### config.mk
export PLATFORM = sky130hd
export DESIGN_NAME = pc_sequencer
export DESIGN_NICKNAME = d
export VERILOG_FILES = /design/src/rtl/pc_pkg.sv /design/src/rtl/jump_target_calc.sv /design/src/rtl/pc_sequencer.sv
export SDC_FILE = /design/constraint.sdc
export NUM_CORES = 1
export LEC_CHECK = 0
export ABC_AREA = 1
export ABC_CLOCK_PERIOD_IN_PS = 2600
export CAP_MARGIN = 20
export CORE_MARGIN = 1
export CORE_UTILIZATION = 48
export CTS_BUF_LIST = sky130_fd_sc_hd__clkbuf_16
export DETAILED_ROUTE_END_ITERATION = 6
export PLACE_DENSITY = 0.81
export SLEW_MARGIN = 20
export SYNTH_ARGS = -nofsm -noshare
export SYNTH_HDL_FRONTEND = slang
export SYNTH_SLANG_ARGS = --single-unit
### constraint.sdc
create_clock -name clk -period 2.6 [get_ports clk]
set_input_delay 0.52 -clock clk [delete_from_list [all_inputs] [get_ports clk]]
set_output_delay 0.52 -clock clk [all_outputs]
set_load 0.02 [all_outputs]
### src/rtl/pc_pkg.sv
`default_nettype none
`timescale 1ns/1ps
// ============================================================================
// pc_pkg : shared jump-type codes, sequencer state encodings, reset PC
// Rev 1.0
// ============================================================================
package pc_pkg;

    typedef enum logic [1:0] {
        JT_IMM  = 2'b00,
        JT_REG  = 2'b01,
        JT_BR   = 2'b10,
        JT_NONE = 2'b11
    } jump_type_e;

    localparam logic [0:0]  ST_RUN           = 1'b0;
    localparam logic [0:0]  ST_SLOT          = 1'b1;

    localparam logic [31:0] RESET_PC_DEFAULT = 32'h0000_3000;

endpackage
`default_nettype wire

### src/rtl/jump_target_calc.sv
`default_nettype none
`timescale 1ns/1ps
// ============================================================================
// jump_target_calc : combinational J / register / branch target generator
// Rev 1.0
// ============================================================================
module jump_target_calc
    import pc_pkg::*;
(
    input  logic [31:0] pc,
    input  logic [1:0]  jump_type,
    input  logic [25:0] jim,
    input  logic [15:0] imm16,
    input  logic [31:0] reg_target,
    output logic [31:0] target,
    output logic        misaligned
);

    logic [31:0] w_pc_plus4;
    logic [31:0] w_br_offset;

    assign w_pc_plus4  = pc + 32'd4;
    assign w_br_offset = {{14{imm16[15]}}, imm16, 2'b00};

    always_comb begin
        target     = w_pc_plus4;
        misaligned = 1'b0;
        case (jump_type_e'(jump_type))
            JT_IMM:  target = {w_pc_plus4[31:28], jim, 2'b00};
            JT_REG: begin
                target     = reg_target;
                misaligned = |reg_target[1:0];
            end
            JT_BR:   target = w_pc_plus4 + w_br_offset;
            default: target = w_pc_plus4;
        endcase
    end

endmodule
`default_nettype wire

### src/rtl/pc_sequencer.sv
`default_nettype none
`timescale 1ns/1ps
// ============================================================================
// pc_sequencer : registered PC with stall-pending redirect buffer
// Optional macro DELAY_SLOT_EN adds the RUN/SLOT branch-delay-slot machine.
// Rev 1.0
// ============================================================================
module pc_sequencer
    import pc_pkg::*;
#(
    parameter logic [31:0] RESET_PC = RESET_PC_DEFAULT
) (
    input  logic        clk,
    input  logic        rst_n,
    input  logic        en,
    input  logic        jump_valid,
    input  logic [1:0]  jump_type,
    input  logic [25:0] jim,
    input  logic [15:0] imm16,
    input  logic [31:0] reg_target,
    output logic [31:0] pc,
    output logic [31:0] link_addr,
    output logic        redirect,
    output logic        misalign
);

    logic [31:0] r_pc;
    logic        r_redirect;
    logic        r_misalign;
    logic        r_pend_v;
    logic [31:0] r_pend_pc;

    logic [31:0] w_target;
    logic        w_misaligned;
    logic        w_req_ok;
    logic [31:0] w_pc_plus4;

    logic [31:0] w_pc_nxt;
    logic        w_redirect_nxt;
    logic        w_misalign_nxt;
    logic        w_pend_v_nxt;
    logic [31:0] w_pend_pc_nxt;

    jump_target_calc u_calc (
        .pc         (r_pc),
        .jump_type  (jump_type),
        .jim        (jim),
        .imm16      (imm16),
        .reg_target (reg_target),
        .target     (w_target),
        .misaligned (w_misaligned)
    );

    // A rejected (misaligned) register jump is treated as no request at all
    assign w_req_ok   = jump_valid && (jump_type != JT_NONE) && !w_misaligned;
    assign w_pc_plus4 = r_pc + 32'd4;

`ifdef DELAY_SLOT_EN
    logic [0:0]  r_state;
    logic [0:0]  w_state_nxt;
    logic [31:0] r_slot_pc;
    logic [31:0] w_slot_pc_nxt;
    logic        w_in_slot;
    logic        w_accept;

    assign w_in_slot = (r_state == ST_SLOT);
    assign w_accept  = w_req_ok && !w_in_slot;

    always_ff @(posedge clk or negedge rst_n) begin
        if (!rst_n) begin
            r_state   <= ST_RUN;
            r_slot_pc <= '0;
        end else begin
            r_state   <= w_state_nxt;
            r_slot_pc <= w_slot_pc_nxt;
        end
    end

    always_comb begin
        w_state_nxt = r_state;
        case (r_state)
            ST_RUN:  if (en && (w_accept || r_pend_v)) w_state_nxt = ST_SLOT;
            ST_SLOT: if (en) w_state_nxt = ST_RUN;
            default: w_state_nxt = ST_RUN;
        endcase
    end

    always_comb begin
        w_pc_nxt       = r_pc;
        w_redirect_nxt = 1'b0;
        w_misalign_nxt = jump_valid && w_misaligned && !w_in_slot;
        w_pend_v_nxt   = r_pend_v;
        w_pend_pc_nxt  = r_pend_pc;
        w_slot_pc_nxt  = r_slot_pc;
        if (en) begin
            w_pend_v_nxt = 1'b0;
            if (w_in_slot) begin
                w_pc_nxt       = r_slot_pc;
                w_redirect_nxt = 1'b1;
            end else begin
                // The delay-slot instruction executes first; target is parked
                w_pc_nxt = w_pc_plus4;
                if (w_accept)
                    w_slot_pc_nxt = w_target;
                else if (r_pend_v)
                    w_slot_pc_nxt = r_pend_pc;
            end
        end else if (w_accept) begin
            w_pend_v_nxt  = 1'b1;
            w_pend_pc_nxt = w_target;
        end
    end

    assign link_addr = r_pc + 32'd8;
`else
    always_comb begin
        w_pc_nxt       = r_pc;
        w_redirect_nxt = 1'b0;
        w_misalign_nxt = jump_valid && w_misaligned;
        w_pend_v_nxt   = r_pend_v;
        w_pend_pc_nxt  = r_pend_pc;
        if (en) begin
            w_pend_v_nxt = 1'b0;
            if (w_req_ok) begin
                w_pc_nxt       = w_target;
                w_redirect_nxt = 1'b1;
            end else if (r_pend_v) begin
                w_pc_nxt       = r_pend_pc;
                w_redirect_nxt = 1'b1;
            end else begin
                w_pc_nxt = w_pc_plus4;
            end
        end else if (w_req_ok) begin
            w_pend_v_nxt  = 1'b1;
            w_pend_pc_nxt = w_target;
        end
    end

    assign link_addr = r_pc + 32'd4;
`endif

    always_ff @(posedge clk or negedge rst_n) begin
        if (!rst_n) begin
            r_pc       <= RESET_PC;
            r_redirect <= 1'b0;
            r_misalign <= 1'b0;
            r_pend_v   <= 1'b0;
            r_pend_pc  <= '0;
        end else begin
            r_pc       <= w_pc_nxt;
            r_redirect <= w_redirect_nxt;
            r_misalign <= w_misalign_nxt;
            r_pend_v   <= w_pend_v_nxt;
            r_pend_pc  <= w_pend_pc_nxt;
        end
    end

    assign pc       = r_pc;
    assign redirect = r_redirect;
    assign misalign = r_misalign;

endmodule
`default_nettype wire

==> reports/qor.yml, run 1 <==
outcome:
  status: "stopped before the end"
  failing_step: "global routing (5_1_grt)"
  error_line: "[ERROR GRT-0232] Routing congestion too high. Check the congestion heatmap in the GUI."
logic_synthesis:
  syn_inst: 1146
  synth_area_leaders: "dfrtp_1 24%, nand2_1 23%, inv_1 8.2%"
  ys.flop_type: "dfrtp_1"
  synth_nets: 1261
  synth_common_cells: "412 x nand2_1, 149 x inv_1, 84 x nand3_1"
  synth-seq-cells: 67
  synth-async-reset-ratio_pct: 100
  synth.most_common_cell: "nand2_1"
  synth.area.mux_share_pct: 0
  synth.largest_area_cell: "dfrtp_1"
  syn_avg_cell_area_sq_um: 5.96
  synth_seq_area_share_pct: 24.6
  synth_compound_area_share_pct: 14.8
  synthAdderAreaFrac_pct: 6.52
  synth_top_family_by_area: "simple AND/OR/NAND/NOR gates"
  yosysWarnings: 0
  synth-xor-area-share_pct: 2.18
  yosys.area_share.simple_pct: 40.3
  synth_cell_types: 41
  synth_top_area_share_pct: 23.8
  synth_edf_count: 0
  netlist_area_sq_um: 6830
placed_design:
  dp_slack_ps: -674
  place.detailed.hpwl_mm: 22.7
  place_congestion: 1.02
  placed_area_sq_um: 10500
  port_buffers: 145
clock_network:
  cts_buffers: 9
  cts-root-buf: "clkbuf_16"
  cts_htree_levels: 3
  cts_hold_buf: 0
  clockBufferDepth: 2
  cts.sinks: 67
sta:
  grt-worst-endpoint: "pc[21]$_DFFE_PN0P_/D"
  endpoint_type: "sequential cell input"
die:
  die_width_microns: 121
  start_util_pct: 49.2
  row_count: 43
  die_h_microns: 121
  io_pins: 146
grt:
  grt_max_degree: 49
  overflow: 8
  grt_usage_pct: 79.4
-- per-stage QoR --
step	TNS [ps]	cells	utilization [%]	hold WS, ps
floorplan	-7360	1146	-	224
global placement	-19550	1635	75.7	462
detailed placement	-22370	1635	75.7	467
CTS	-15950	1704	87.2	163
-- metal layers --
layer	GRT overflow	global-route usage, %
met5	0	46.7
met1	0	77.5
met3	0	66.6
met2	3	94.3
met4	5	80.1
-- repair_timing --
action / 4_1_cts
endpoints found under the hold margin: 0
pin swaps: 109
gates resized for setup: 338
setup endpoints to repair: 79
buffers inserted: 70
-- logic make-up after synthesis --
kind of cell             Yosys count
AND/OR/NAND/NOR                  645
flip-flops                        67
AO/OA/AOI/OAI                    177
buffers and inverters            205
XOR/XNOR                          17
adder cells (fa/ha/maj)           35
==> run 2: changes to the inputs <==
ABC_CLOCK_PERIOD_IN_PS = 3380   (was 2600)
CORE_UTILIZATION = 39   (was 48)
CTS_BUF_LIST = not set   (was sky130_fd_sc_hd__clkbuf_16)
PLACE_DENSITY = not set   (was 0.81)
PLACE_DENSITY_LB_ADDON = 0.15   (was not set)
clock period = 3.38 ns   (was 2.6 ns; I/O delays follow)
==> run 2 against run 1 <==
  * The flow now finishes, with violations (design-rule violations)
  * Synthesized cell count unchanged
  * Synthesized area unchanged
==> reports/qor.yml, run 2 <==
outcome:
  status: "finished with violations"
  violations: "design-rule violations"
pwr:
  power_density_nw_per_um2: 498
  ir_drop_v: 0.000360
  cellLeakagePower_nw: 5.01
  total_power_mw: 4.99
sta:
  fin_crit_sh_pct: 97.3
  final_hold_viol_count: 0
  maxSlewHeadroom_pct: 44.9
  finalMaxSlewViolations: 0
  setup-violations-final: 0
  fin_skew_ps: 7.21
  setup_tns_ps: 0
  setup_slack_ps: 90.4
  max_freq_mhz: 304
  worst_slew_pin_slew_ps: 826
  rsz0062_at_grt: "yes"
  min_period_ps: 3290
  hold_ws_ps: 394
flow_run:
  drv_cap: 0
die:
  io_pins: 146
  die_width_microns: 134
  die_h_microns: 134
  die-area_sq_um: 18000
  start_util_pct: 39.7
  row_count: 48
  coreArea_sq_um: 17200
logic_synthesis:
  syn_inst: 1146
  synth_cell_types: 41
  syn_avg_cell_area_sq_um: 5.96
  synth_common_cells: "412 x nand2_1, 149 x inv_1, 84 x nand3_1"
  synth-async-reset-ratio_pct: 100
  synth_area_leaders: "dfrtp_1 24%, nand2_1 23%, inv_1 8.2%"
  netlist_area_sq_um: 6830
  synth.most_common_cell: "nand2_1"
  synth_seq_area_share_pct: 24.6
  synth_edf_count: 0
  synth_top_area_share_pct: 23.8
  ys.flop_type: "dfrtp_1"
  synth.largest_area_cell: "dfrtp_1"
  synth-seq-cells: 67
  synth_nets: 1261
  yosysWarnings: 0
clock_network:
  clockBufferDepth: 2
  cts.sinks: 67
  cts-root-buf: "clkbuf_16"
  cts_hold_buf: 0
  cts.clk_slew.worst_paths_ps: 60
  cts_tree: "yes"
  cts_htree_levels: 3
  insertion_delay_ps: 340
  cts_buffers: 9
routing:
  totalWireLength_mm: 27.8
  drc: 1
  first_pass_iters: 7
  antenna_left: 0
  viasPerCell: 5.18
  vias: 8270
  wire_per_inst_microns: 17.4
  drt_iter0_drc: 758
placed_design:
  place.detailed.hpwl_mm: 22.1
  port_buffers: 145
  dp.cells: 1565
  place_congestion: 0.926
  dp_slack_ps: -168
setup_path:
  r2r_slack_ps: 180
  path_max_fanout: 4
  crit_type: "flop to output port"
  arrival_ps: 2610
  end_kind: "output port"
  worstPathRequired_ps: 2700
  startpoint_type: "flop"
grt:
  grt_max_degree: 37
  grt_usage_pct: 30.4
  overflow: 0
  antenna_found_initial: 0
  grt_pass1_vias: 7290
  grt_pass1_wl_mm: 41.0
final_layout:
  antennaDiodeCount: 0
  final_common_cell: "nand2_1"
  final_cell_mix: "390 x nand2_1, 147 x inv_1, 136 x clkdlybuf4s50_1"
  syn2layout_area_growth_pct: 46.9
  nets: 1482
  drive_gt1_share_pct: 18.7
  final_cells: 1597
worst_hold_path:
  hold_class: "primary input to async pin"
-- run 2: cell counts after synthesis --
Identical to the previous run, type by type.
-- run 2: layer usage --
metal  GRT usage (%)  up-vias  share of wire [%]
met5               0        -                  0
met3            5.14       31                7.4
met4            8.80        0                1.8
li1                -     4119                  -
met2            45.5      318                 44
met1            44.4     3802                 47
-- run 2: where the power goes --
group	internal (mW)	switching, mW	total [mW]
clock network	0.651	0.391	1.04
logic	1.15	1.68	2.83
registers	0.972	0.146	1.12
total	2.77	2.22	4.99
-- run 2: kinds of logic (layout without fill, tap and decap cells) --
group                      Yosys count  count (layout)  share of synthesized area [%]
AOI/OAI and AO/OA                  177             177                           14.8
xor gates and xnor gates            17              17                           2.18
adders and majority gates           35              35                           6.52
buffers and inverters              205             431                           11.6
DFF                                 67              67                           24.6
and+or+nand+nor                    645             645                           40.3
-- run 2: worst max-delay path: stages, from the launching register on --
cell and delay, ps:
dfstp_2 600, nand2_4 100, nor3_4 200, nand2_2 100
nor2_2 160, a21o_1 120, and2_1 210, buf_4 160
clkdlybuf4s50_1 610
-- run 2: through the flow --
| stage | utilization [%] | cell area [sq um] |
|---|---|---|
| 3_5_place_dp | 52.8 | 9070 |
| 4_1_cts | 54.9 | 9430 |
| 5_1_grt | 58.4 | 10000 |
| 2_1_floorplan | - | 6830 |
| 6_report | 58.4 | 10000 |
| 3_3_place_gp | 52.8 | 9070 |
-- run 2: final cells by class --
cell class / count / area [sq um]
inverter: 168 / 631
clock buffer: 9 / 225
tap: 225 / 282
sequential: 67 / 1680
fill: 1685 / 7150
timing repair buffer: 247 / 2250
multi-input combinational: 874 / 4860
clock inverter: 7 / 100
-- run 2: final timing paths --
path                               startpoint             to  cells past startpoint
worst min register to register  r_pend_pc[29]  r_pend_pc[29]                      2
worst min-delay path                    rst_n       redirect                      1
max in group asynchronous               rst_n         pc[12]                      2
worst max-delay path                   pc[13]  link_addr[24]                      8
worst max register to register          pc[2]         pc[21]                     22
min in group clk                r_pend_pc[29]  r_pend_pc[29]                      2
-- run 2: repair_timing --
item                                    4_1_cts  5_1_grt
endpoints found under the setup margin       14       56
buffers inserted                              0       16
pin swaps                                     0       28
gates resized for setup                       9      109
Power figures use the tool's default switching activity.
